[src/rtl/alu_seq_if.sv]
// alu_seq_if: request/response bundle between the instruction sequencer and alu_seq.
//   master modport: sequencer side (drives the operation, consumes result/flags, acks PSR update)
//   slave  modport: ALU side
// Signals:
//   start, op_sel[3:0], a_in, b_in, c_in, d_in, psr_in[7:0]  -> operation request
//   busy, done, result, n/v/z/c_result                      <- operation response
//   psr_update_request / ack_update_request                  PSR update handshake
interface alu_seq_if #(
  parameter int WIDTH = 8
);
  logic             start;
  logic [3:0]       op_sel;
  logic [WIDTH-1:0] a_in;
  logic [WIDTH-1:0] b_in;
  logic             c_in;
  logic             d_in;
  logic [7:0]       psr_in;
  logic             busy;
  logic             done;
  logic [WIDTH-1:0] result;
  logic             n_result;
  logic             v_result;
  logic             z_result;
  logic             c_result;
  logic             psr_update_request;
  logic             ack_update_request;

  modport master (
    output start, op_sel, a_in, b_in, c_in, d_in, psr_in, ack_update_request,
    input  busy, done, result, n_result, v_result, z_result, c_result, psr_update_request
  );

  modport slave (
    input  start, op_sel, a_in, b_in, c_in, d_in, psr_in, ack_update_request,
    output busy, done, result, n_result, v_result, z_result, c_result, psr_update_request
  );
endinterface

[src/rtl/alu_seq.sv]
// alu_seq: clocked ALU. Binary ops complete in one cycle; decimal ADC/SBC run
// one BCD digit per cycle, least significant digit first (65C02 semantics).
// Ports:
//   mem_clk  clock, all state on rising edge
//   resb     asynchronous active-low reset
//   bus      alu_seq_if.slave: operation request, result/flags, PSR update handshake
// Timing: binary result and done appear the cycle after start is sampled (the
// EXEC cycle, which also accepts a new start). Decimal ops stay in DEC for
// NIB cycles and raise done on return to IDLE.
module alu_seq #(
  parameter int WIDTH = 8
) (
  input  logic     mem_clk,
  input  logic     resb,
  alu_seq_if.slave bus
);
  localparam int NIB = WIDTH / 4;
  localparam int CW  = $clog2(NIB + 1);
  localparam int MSB = WIDTH - 1;

  localparam logic [3:0] OP_AND = 4'h0;
  localparam logic [3:0] OP_ORA = 4'h1;
  localparam logic [3:0] OP_EOR = 4'h2;
  localparam logic [3:0] OP_ADC = 4'h3;
  localparam logic [3:0] OP_SBC = 4'h4;
  localparam logic [3:0] OP_ASL = 4'h5;
  localparam logic [3:0] OP_LSR = 4'h6;
  localparam logic [3:0] OP_ROL = 4'h7;
  localparam logic [3:0] OP_ROR = 4'h8;
  localparam logic [3:0] OP_BIT = 4'h9;
  localparam logic [3:0] OP_CMP = 4'hA;
  localparam logic [3:0] OP_TSB = 4'hB;
  localparam logic [3:0] OP_TRB = 4'hC;

  typedef enum logic [1:0] {
    ST_IDLE = 2'd0,
    ST_EXEC = 2'd1,
    ST_DEC  = 2'd2
  } state_t;

  // One BCD digit step; returns {carry_out, digit}. For SBC the carry means "no borrow".
  // Only the low nibble matters, so the +/-6 correction is done mod 16.
  function automatic logic [4:0] bcd_digit(input logic [3:0] a_d, input logic [3:0] b_d,
                                           input logic cy, input logic sub);
    logic [5:0] s;
    if (sub) begin
      s = {2'b00, a_d} - {2'b00, b_d} - {5'b00000, ~cy};
      if (s[5]) begin
        return {1'b0, s[3:0] - 4'd6};
      end else begin
        return {1'b1, s[3:0]};
      end
    end else begin
      s = {2'b00, a_d} + {2'b00, b_d} + {5'b00000, cy};
      if (s > 6'd9) begin
        return {1'b1, s[3:0] + 4'd6};
      end else begin
        return {1'b0, s[3:0]};
      end
    end
  endfunction

  state_t           state_q, state_d;
  logic [WIDTH-1:0] a_q, a_d;
  logic [WIDTH-1:0] b_q, b_d;
  logic [WIDTH-1:0] acc_q, acc_d;
  logic [CW-1:0]    cnt_q, cnt_d;
  logic             cy_q, cy_d;
  logic             sub_q, sub_d;
  logic             dv_q, dv_d;
  logic             busy_q, busy_d;
  logic             done_q, done_d;
  logic [WIDTH-1:0] result_q, result_d;
  logic             n_q, n_d, v_q, v_d, z_q, z_d, c_q, c_d;
  logic             req_q, req_d;

  logic [WIDTH-1:0] bop_s;
  logic [WIDTH:0]   sum_s;
  logic [WIDTH:0]   diff_s;
  logic             add_v_s;
  logic             and_z_s;
  logic [WIDTH-1:0] bin_res_s;
  logic             bin_n_s, bin_v_s, bin_z_s, bin_c_s;
  logic             is_dec_s;
  logic [4:0]       digit_s;
  logic [WIDTH-1:0] acc_next_s;
  logic             unused_psr_s;

  // B, D, I and the constant bit of the PSR never feed a result flag.
  assign unused_psr_s = ^bus.psr_in[5:2];

  // Single-cycle result and flags for every op, straight from the request inputs.
  always_comb begin
    // SBC is ADC of the one's complement; V for decimal ops reuses this path too.
    bop_s     = (bus.op_sel == OP_SBC) ? ~bus.b_in : bus.b_in;
    sum_s     = {1'b0, bus.a_in} + {1'b0, bop_s} + {{WIDTH{1'b0}}, bus.c_in};
    add_v_s   = (bus.a_in[MSB] == bop_s[MSB]) && (sum_s[MSB] != bus.a_in[MSB]);
    diff_s    = {1'b0, bus.a_in} - {1'b0, bus.b_in};
    and_z_s   = ((bus.a_in & bus.b_in) == {WIDTH{1'b0}});
    bin_res_s = bus.a_in;
    bin_n_s   = bus.psr_in[7];
    bin_v_s   = bus.psr_in[6];
    bin_z_s   = bus.psr_in[1];
    bin_c_s   = bus.psr_in[0];
    case (bus.op_sel)
      OP_AND, OP_ORA, OP_EOR: begin
        if (bus.op_sel == OP_AND) begin
          bin_res_s = bus.a_in & bus.b_in;
        end else if (bus.op_sel == OP_ORA) begin
          bin_res_s = bus.a_in | bus.b_in;
        end else begin
          bin_res_s = bus.a_in ^ bus.b_in;
        end
        bin_n_s = bin_res_s[MSB];
        bin_z_s = (bin_res_s == {WIDTH{1'b0}});
      end
      OP_ADC, OP_SBC: begin
        bin_res_s = sum_s[MSB:0];
        bin_n_s   = sum_s[MSB];
        bin_z_s   = (sum_s[MSB:0] == {WIDTH{1'b0}});
        bin_v_s   = add_v_s;
        bin_c_s   = sum_s[WIDTH];
      end
      OP_ASL, OP_ROL: begin
        bin_res_s = {bus.b_in[MSB-1:0], (bus.op_sel == OP_ROL) ? bus.c_in : 1'b0};
        bin_n_s   = bin_res_s[MSB];
        bin_z_s   = (bin_res_s == {WIDTH{1'b0}});
        bin_c_s   = bus.b_in[MSB];
      end
      OP_LSR, OP_ROR: begin
        bin_res_s = {(bus.op_sel == OP_ROR) ? bus.c_in : 1'b0, bus.b_in[MSB:1]};
        bin_n_s   = bin_res_s[MSB];
        bin_z_s   = (bin_res_s == {WIDTH{1'b0}});
        bin_c_s   = bus.b_in[0];
      end
      OP_BIT: begin
        bin_res_s = bus.b_in;
        bin_n_s   = bus.b_in[MSB];
        bin_v_s   = bus.b_in[MSB-1];
        bin_z_s   = and_z_s;
      end
      OP_CMP: begin
        bin_res_s = bus.a_in;
        bin_n_s   = diff_s[MSB];
        bin_z_s   = (diff_s[MSB:0] == {WIDTH{1'b0}});
        bin_c_s   = ~diff_s[WIDTH];
      end
      OP_TSB, OP_TRB: begin
        bin_res_s = (bus.op_sel == OP_TSB) ? (bus.a_in | bus.b_in) : (~bus.a_in & bus.b_in);
        bin_z_s   = and_z_s;
      end
      default: begin
        bin_res_s = bus.a_in;
      end
    endcase
  end

  // Next-state logic for the sequencer, decimal datapath and registered outputs.
  always_comb begin
    is_dec_s   = bus.d_in && ((bus.op_sel == OP_ADC) || (bus.op_sel == OP_SBC));
    digit_s    = bcd_digit(a_q[3:0], b_q[3:0], cy_q, sub_q);
    acc_next_s = {digit_s[3:0], acc_q[MSB:4]};
    state_d    = state_q;
    a_d        = a_q;
    b_d        = b_q;
    acc_d      = acc_q;
    cnt_d      = cnt_q;
    cy_d       = cy_q;
    sub_d      = sub_q;
    dv_d       = dv_q;
    busy_d     = busy_q;
    done_d     = 1'b0;
    result_d   = result_q;
    n_d        = n_q;
    v_d        = v_q;
    z_d        = z_q;
    c_d        = c_q;
    case (state_q)
      // EXEC is the done cycle of a binary op, so it accepts a new start like IDLE.
      ST_IDLE, ST_EXEC: begin
        if (bus.start) begin
          a_d   = bus.a_in;
          b_d   = bus.b_in;
          cy_d  = bus.c_in;
          sub_d = (bus.op_sel == OP_SBC);
          dv_d  = bin_v_s;
          acc_d = {WIDTH{1'b0}};
          cnt_d = {CW{1'b0}};
          busy_d = 1'b1;
          if (is_dec_s) begin
            state_d = ST_DEC;
          end else begin
            state_d  = ST_EXEC;
            done_d   = 1'b1;
            result_d = bin_res_s;
            n_d      = bin_n_s;
            v_d      = bin_v_s;
            z_d      = bin_z_s;
            c_d      = bin_c_s;
          end
        end else begin
          state_d = ST_IDLE;
          busy_d  = 1'b0;
        end
      end
      // Operands shift right one digit per cycle; result digits enter from the top.
      ST_DEC: begin
        a_d   = {4'b0000, a_q[MSB:4]};
        b_d   = {4'b0000, b_q[MSB:4]};
        cy_d  = digit_s[4];
        acc_d = acc_next_s;
        cnt_d = cnt_q + CW'(1'b1);
        if (cnt_q == CW'(NIB - 1)) begin
          state_d  = ST_IDLE;
          busy_d   = 1'b0;
          done_d   = 1'b1;
          result_d = acc_next_s;
          n_d      = acc_next_s[MSB];
          v_d      = dv_q;
          z_d      = (acc_next_s == {WIDTH{1'b0}});
          c_d      = digit_s[4];
        end else begin
          state_d = ST_DEC;
        end
      end
      default: begin
        state_d = ST_IDLE;
        busy_d  = 1'b0;
      end
    endcase
    // A new done wins over a simultaneous ack; ack with no request pending is a no-op.
    if (done_d) begin
      req_d = 1'b1;
    end else if (bus.ack_update_request) begin
      req_d = 1'b0;
    end else begin
      req_d = req_q;
    end
  end

  // State and output registers; reset aborts any op in flight without a done.
  always_ff @(posedge mem_clk or negedge resb) begin
    if (!resb) begin
      state_q  <= ST_IDLE;
      a_q      <= {WIDTH{1'b0}};
      b_q      <= {WIDTH{1'b0}};
      acc_q    <= {WIDTH{1'b0}};
      cnt_q    <= {CW{1'b0}};
      cy_q     <= 1'b0;
      sub_q    <= 1'b0;
      dv_q     <= 1'b0;
      busy_q   <= 1'b0;
      done_q   <= 1'b0;
      result_q <= {WIDTH{1'b0}};
      n_q      <= 1'b0;
      v_q      <= 1'b0;
      z_q      <= 1'b0;
      c_q      <= 1'b0;
      req_q    <= 1'b0;
    end else begin
      state_q  <= state_d;
      a_q      <= a_d;
      b_q      <= b_d;
      acc_q    <= acc_d;
      cnt_q    <= cnt_d;
      cy_q     <= cy_d;
      sub_q    <= sub_d;
      dv_q     <= dv_d;
      busy_q   <= busy_d;
      done_q   <= done_d;
      result_q <= result_d;
      n_q      <= n_d;
      v_q      <= v_d;
      z_q      <= z_d;
      c_q      <= c_d;
      req_q    <= req_d;
    end
  end

  assign bus.busy               = busy_q;
  assign bus.done               = done_q;
  assign bus.result             = result_q;
  assign bus.n_result           = n_q;
  assign bus.v_result           = v_q;
  assign bus.z_result           = z_q;
  assign bus.c_result           = c_q;
  assign bus.psr_update_request = req_q;
endmodule

[src/flat_wrapper.sv]
// flat-port wrapper written by rule: the top's interface ports become plain ports
module alu_seq_flat 
#(
  parameter int WIDTH = 8
)
  (mem_clk, resb, bus_start, bus_op_sel, bus_a_in, bus_b_in, bus_c_in, bus_d_in, bus_psr_in, bus_ack_update_request, bus_busy, bus_done, bus_result, bus_n_result, bus_v_result, bus_z_result, bus_c_result, bus_psr_update_request);
  alu_seq_if #(.WIDTH(WIDTH)) bus_i ();
  input  logic mem_clk;
  input  logic resb;
  input wire logic [$bits(bus_i.start)-1:0] bus_start;
  input wire logic [$bits(bus_i.op_sel)-1:0] bus_op_sel;
  input wire logic [$bits(bus_i.a_in)-1:0] bus_a_in;
  input wire logic [$bits(bus_i.b_in)-1:0] bus_b_in;
  input wire logic [$bits(bus_i.c_in)-1:0] bus_c_in;
  input wire logic [$bits(bus_i.d_in)-1:0] bus_d_in;
  input wire logic [$bits(bus_i.psr_in)-1:0] bus_psr_in;
  input wire logic [$bits(bus_i.ack_update_request)-1:0] bus_ack_update_request;
  output wire logic [$bits(bus_i.busy)-1:0] bus_busy;
  output wire logic [$bits(bus_i.done)-1:0] bus_done;
  output wire logic [$bits(bus_i.result)-1:0] bus_result;
  output wire logic [$bits(bus_i.n_result)-1:0] bus_n_result;
  output wire logic [$bits(bus_i.v_result)-1:0] bus_v_result;
  output wire logic [$bits(bus_i.z_result)-1:0] bus_z_result;
  output wire logic [$bits(bus_i.c_result)-1:0] bus_c_result;
  output wire logic [$bits(bus_i.psr_update_request)-1:0] bus_psr_update_request;
  assign bus_i.start = bus_start;
  assign bus_i.op_sel = bus_op_sel;
  assign bus_i.a_in = bus_a_in;
  assign bus_i.b_in = bus_b_in;
  assign bus_i.c_in = bus_c_in;
  assign bus_i.d_in = bus_d_in;
  assign bus_i.psr_in = bus_psr_in;
  assign bus_i.ack_update_request = bus_ack_update_request;
  assign bus_busy = bus_i.busy;
  assign bus_done = bus_i.done;
  assign bus_result = bus_i.result;
  assign bus_n_result = bus_i.n_result;
  assign bus_v_result = bus_i.v_result;
  assign bus_z_result = bus_i.z_result;
  assign bus_c_result = bus_i.c_result;
  assign bus_psr_update_request = bus_i.psr_update_request;
  alu_seq #(.WIDTH(WIDTH)) u_core (.mem_clk(mem_clk), .resb(resb), .bus(bus_i));
endmodule
[config.mk]
export PLATFORM = sky130hd
export DESIGN_NAME = alu_seq_flat
export DESIGN_NICKNAME = d
export VERILOG_FILES = /design/src/rtl/alu_seq_if.sv /design/src/rtl/alu_seq.sv /design/src/flat_wrapper.sv
export SDC_FILE = /design/constraint.sdc
export NUM_CORES = 1
export LEC_CHECK = 0
export CAP_MARGIN = 5
export CELL_PAD_IN_SITES_DETAIL_PLACEMENT = 0
export CELL_PAD_IN_SITES_GLOBAL_PLACEMENT = 1
export CORE_UTILIZATION = 46
export CTS_CLUSTER_SIZE = 25
export DETAILED_ROUTE_END_ITERATION = 10
export PLACE_DENSITY_LB_ADDON = 0.05
export SETUP_SLACK_MARGIN = 0.05
export SLEW_MARGIN = 20
export SYNTH_ARGS = -nofsm -noshare
export SYNTH_HDL_FRONTEND = slang
export SYNTH_SLANG_ARGS = --single-unit
[constraint.sdc]
create_clock -name mem_clk -period 6.45 [get_ports mem_clk]
set_input_delay 0.9675 -clock mem_clk [delete_from_list [all_inputs] [get_ports mem_clk]]
set_output_delay 0.9675 -clock mem_clk [all_outputs]
set_load 0.03 [all_outputs]
==> flow_summary_export.csv <==
group,metric,value,unit
outcome,outcome,"completed",
timing,whs,486,ps
timing,finalSetupViolCount,0,
flow_run,max_cap_viol_count,0,
worst_setup_path,worstPathRequired,6660,ps
floorplanning,num_rows,35,
global_routing,antenna_found_initial,0,
placed_design,port_buffers,44,
placed_design,dp.cells,712,
pwr,powerDensity,244,nW/um^2
timing,relSlewSlack,33.3,%
logic_synthesis,synthArstFlopShare,100,%
route,drc_errors,0,
pwr,power_frac_clock,17.8,%
timing,fmax,198,MHz
global_routing,grt.overflow.total,0,
pwr,p_switching,0.530,mW
pwr,power.leakage,2.16,nW
clocking,postCtsResizedCells,0,
clocking,clock_latency,300,ps
global_routing,grt_pass1_vias,3994,
worst_setup_path,worstSetupPathType,"in2reg",
clocking,clockRootBuffer,"clkbuf_8",
logic_synthesis,netlist_instances,561,
timing,hold_violations,0,
logic_synthesis,synth_top_area_share,23.9,%
worst_setup_path,r2r_slack,2960,ps
pwr,power.share.sequential,26.5,%
logic_synthesis,ys_warn_count,0,
logic_synthesis,syn_area,4400,um^2
pwr,vdd_drop_max,0.110,mV
worst_setup_path,path_max_fanout,20,
route,route.met2.wl,6.50,mm
finish,drive_above_1_share,4.91,%
clocking,cts_max_level,2,
logic_synthesis,synth_cell_types,69,
route,wl,13.3,mm
global_routing,grt_pass1_wl,21.4,mm
logic_synthesis,synth_edf_count,0,
route,viasPerCell,5.89,
route,dr.first_iter.drc_count,311,
worst_setup_path,end_kind,"register",
route,dr_wl_met3,690,um
logic_synthesis,ys_seq_elements,42,
timing,finalMaxSlewViolations,0,
finish,final_core_util,54.7,%
timing,fin_tns_setup,0,ps
finish,antenna_cells,0,
pwr,swShare,43.0,%
timing,rsz0062_at_grt,"no",
logic_synthesis,synth_area_per_cell,7.85,um^2
route,ant_nets,0,
placed_design,place_congestion,0.960,
clocking,holdBufCountCts,0,
timing,worst_pin_slew,997,ps
clocking,numCtsBuffers,5,
worst_setup_path,critPathLaunchType,"primary input",
clocking,cts.sinks,42,
min_path,hp-class,"reg2reg",
timing,clock_skew,8.58,ps
global_routing,grt_usage,27.8,%
finish,fillers,921,
logic_synthesis,synth.area.top_cells,"dfrtp_1, ha_1, a21oi_1",
finish,final_cells,720,
route,dr.pass1.iters,4,
floorplanning,die_area,9960,um^2
pwr,combinationalPowerShare,55.8,%
floorplanning,core-area,9240,um^2
global_routing,grt_max_degree,43,
finish,nNetsFinal,676,
clocking,cts_max_path_buffers,2,
worst_setup_path,arrival,5280,ps
clocking,cts_tree,"yes",
floorplanning,die_x,99.8,um
clocking,cts_setup_buffers,0,
logic_synthesis,synth_seq_area_share,23.9,%
logic_synthesis,synthFlopType,"dfrtp_1",
route,met1Wirelength,5.79,mm
logic_synthesis,synth_nets,647,
floorplanning,die_h,99.8,um
placed_design,hpwl,10.2,mm
route,num_vias,4243,
finish,area_growth,14.8,%
timing,finalCritPeriodShare,78.5,%
clocking,clk_pin_slew_worst_paths,90,ps
floorplanning,start_util,47.6,%
floorplanning,ios,49,
timing,finalCriticalPeriod,5060,ps
route,routedWlPerCell,18.4,um
route,routed.top_layer,"met4",
logic_synthesis,yosysTopAreaCell,"dfrtp_1",
pwr,p_int,0.701,mW
through the flow:
step	power (mW)	worst slack, ps	cell area [um^2]
6_report	1.23	1390	5050
3_3_place_gp	0.994	1230	4930
4_1_cts	1.23	1510	5050
5_1_grt	1.32	1140	5050
3_5_place_dp	1.01	1240	4930
2_1_floorplan	0.806	1790	4400
logic make-up after synthesis:
kind of cell             after synthesis  share of synthesized area (%)
AO/OA/AOI/OAI                        189                           27.9
XOR/XNOR                              27                           5.54
adder cells (fa/ha/maj)               53                           15.9
buffers and inverters                 72                           6.42
flip-flops                            42                           23.9
multiplexers                           8                           1.93
AND/OR/NAND/NOR                      170                           18.5
layer usage:
metal,global-route usage [%],vias to the layer above
met4,8.82,0
met3,3.41,22
met1,37.1,2013
met5,0,-
met2,46.8,132
li1,-,2076
cell usage after synthesis (5+ instances only):
cell / number
nor3_1: 7
a211oi_1: 19
a21oi_1: 48
nor2b_1: 5
nand3_1: 10
dfrtp_1: 42
o211ai_1: 11
clkbuf_1: 24
fa_1: 5
a22o_1: 5
nand2b_1: 9
nor2_1: 43
o21ai_0: 45
nor3b_1: 5
inv_1: 42
ha_1: 47
xnor2_1: 20
xor2_1: 6
nand2_1: 63
a21o_1: 7
a221oi_1: 8
a31oi_1: 9
power groups by stage:
stage / clock [mW] / combinational, mW / sequential [mW]
CTS: 0.224 / 0.682 / 0.326
detailed placement: 0 / 0.679 / 0.332
floorplan: 0 / 0.442 / 0.365
global route: 0.234 / 0.758 / 0.332
global placement: 0 / 0.664 / 0.330
finish: 0.219 / 0.686 / 0.326
layout make-up:
class                      instances  area (um^2)  area share, %
clock buffer                       5         68.8           1.36
clock inverter                     3         48.8          0.966
inverter                          42          158           3.12
multi-input combinational        447         3070           60.7
sequential                        42         1050           20.8
tap                              129          161           3.19
timing repair buffer              52          495           9.81
flip-flops by register name, indices dropped and copies added, names as in the netlist:
name and count:
u_core.cy_q 1, u_core.b_q 8, u_core.sub_q 1, u_core.state_q 2, u_core.bus.v_result 1, u_core.bus.result 8, u_core.bus.c_result 1, u_core.bus.n_result 1
u_core.a_q 8, u_core.cnt_q 2, u_core.acc_q 4, u_core.bus.busy 1, u_core.bus.z_result 1, u_core.dv_q 1, u_core.bus.done 1, u_core.bus.psr_update_request 1
cell usage in the layout, fill, tap and decap left out, types with 5 or more instances in the layout:
cell / instances
nand3_1: 10
nor3b_1: 5
xor2_1: 6
a211oi_1: 19
ha_1: 47
a31oi_1: 9
clkdlybuf4s50_1: 43
fa_1: 5
a21oi_1: 48
a221oi_1: 8
nor2b_1: 5
a22o_1: 5
a21o_1: 7
inv_1: 42
clkbuf_8: 5
o21ai_0: 45
nand2_1: 63
nor3_1: 7
xnor2_1: 20
nand2b_1: 9
nor2_1: 43
o211ai_1: 11
dfrtp_1: 42
buf_4: 8
critical path, stage by stage:
cell             delay [ps]
clkdlybuf4s50_1         450
buf_4                   210
or3b_1                  530
nor2_1                  140
buf_4                   220
xnor2_1                 100
fa_1                    410
fa_1                    440
a211oi_1                230
o21bai_1                110
a21oi_1                 240
xnor2_1                 190
a221oi_1                120
a2111oi_0               730
a21oi_1                  80
o31ai_1                 100
final timing paths:
path | startpoint | endpoint | depth (start not counted)
max | bus_op_sel[2] | u_core.bus.result[6] | 16
min | u_core.a_q[6] | u_core.a_q[6] | 2
max in group asynchronous | resb | u_core.bus.result[5] | 1
min in group asynchronous | resb | u_core.a_q[1] | 1
min reg2reg | u_core.a_q[6] | u_core.a_q[6] | 2
max reg2reg | u_core.b_q[0] | u_core.bus.z_result | 9
Power figures use the tool's default switching activity.
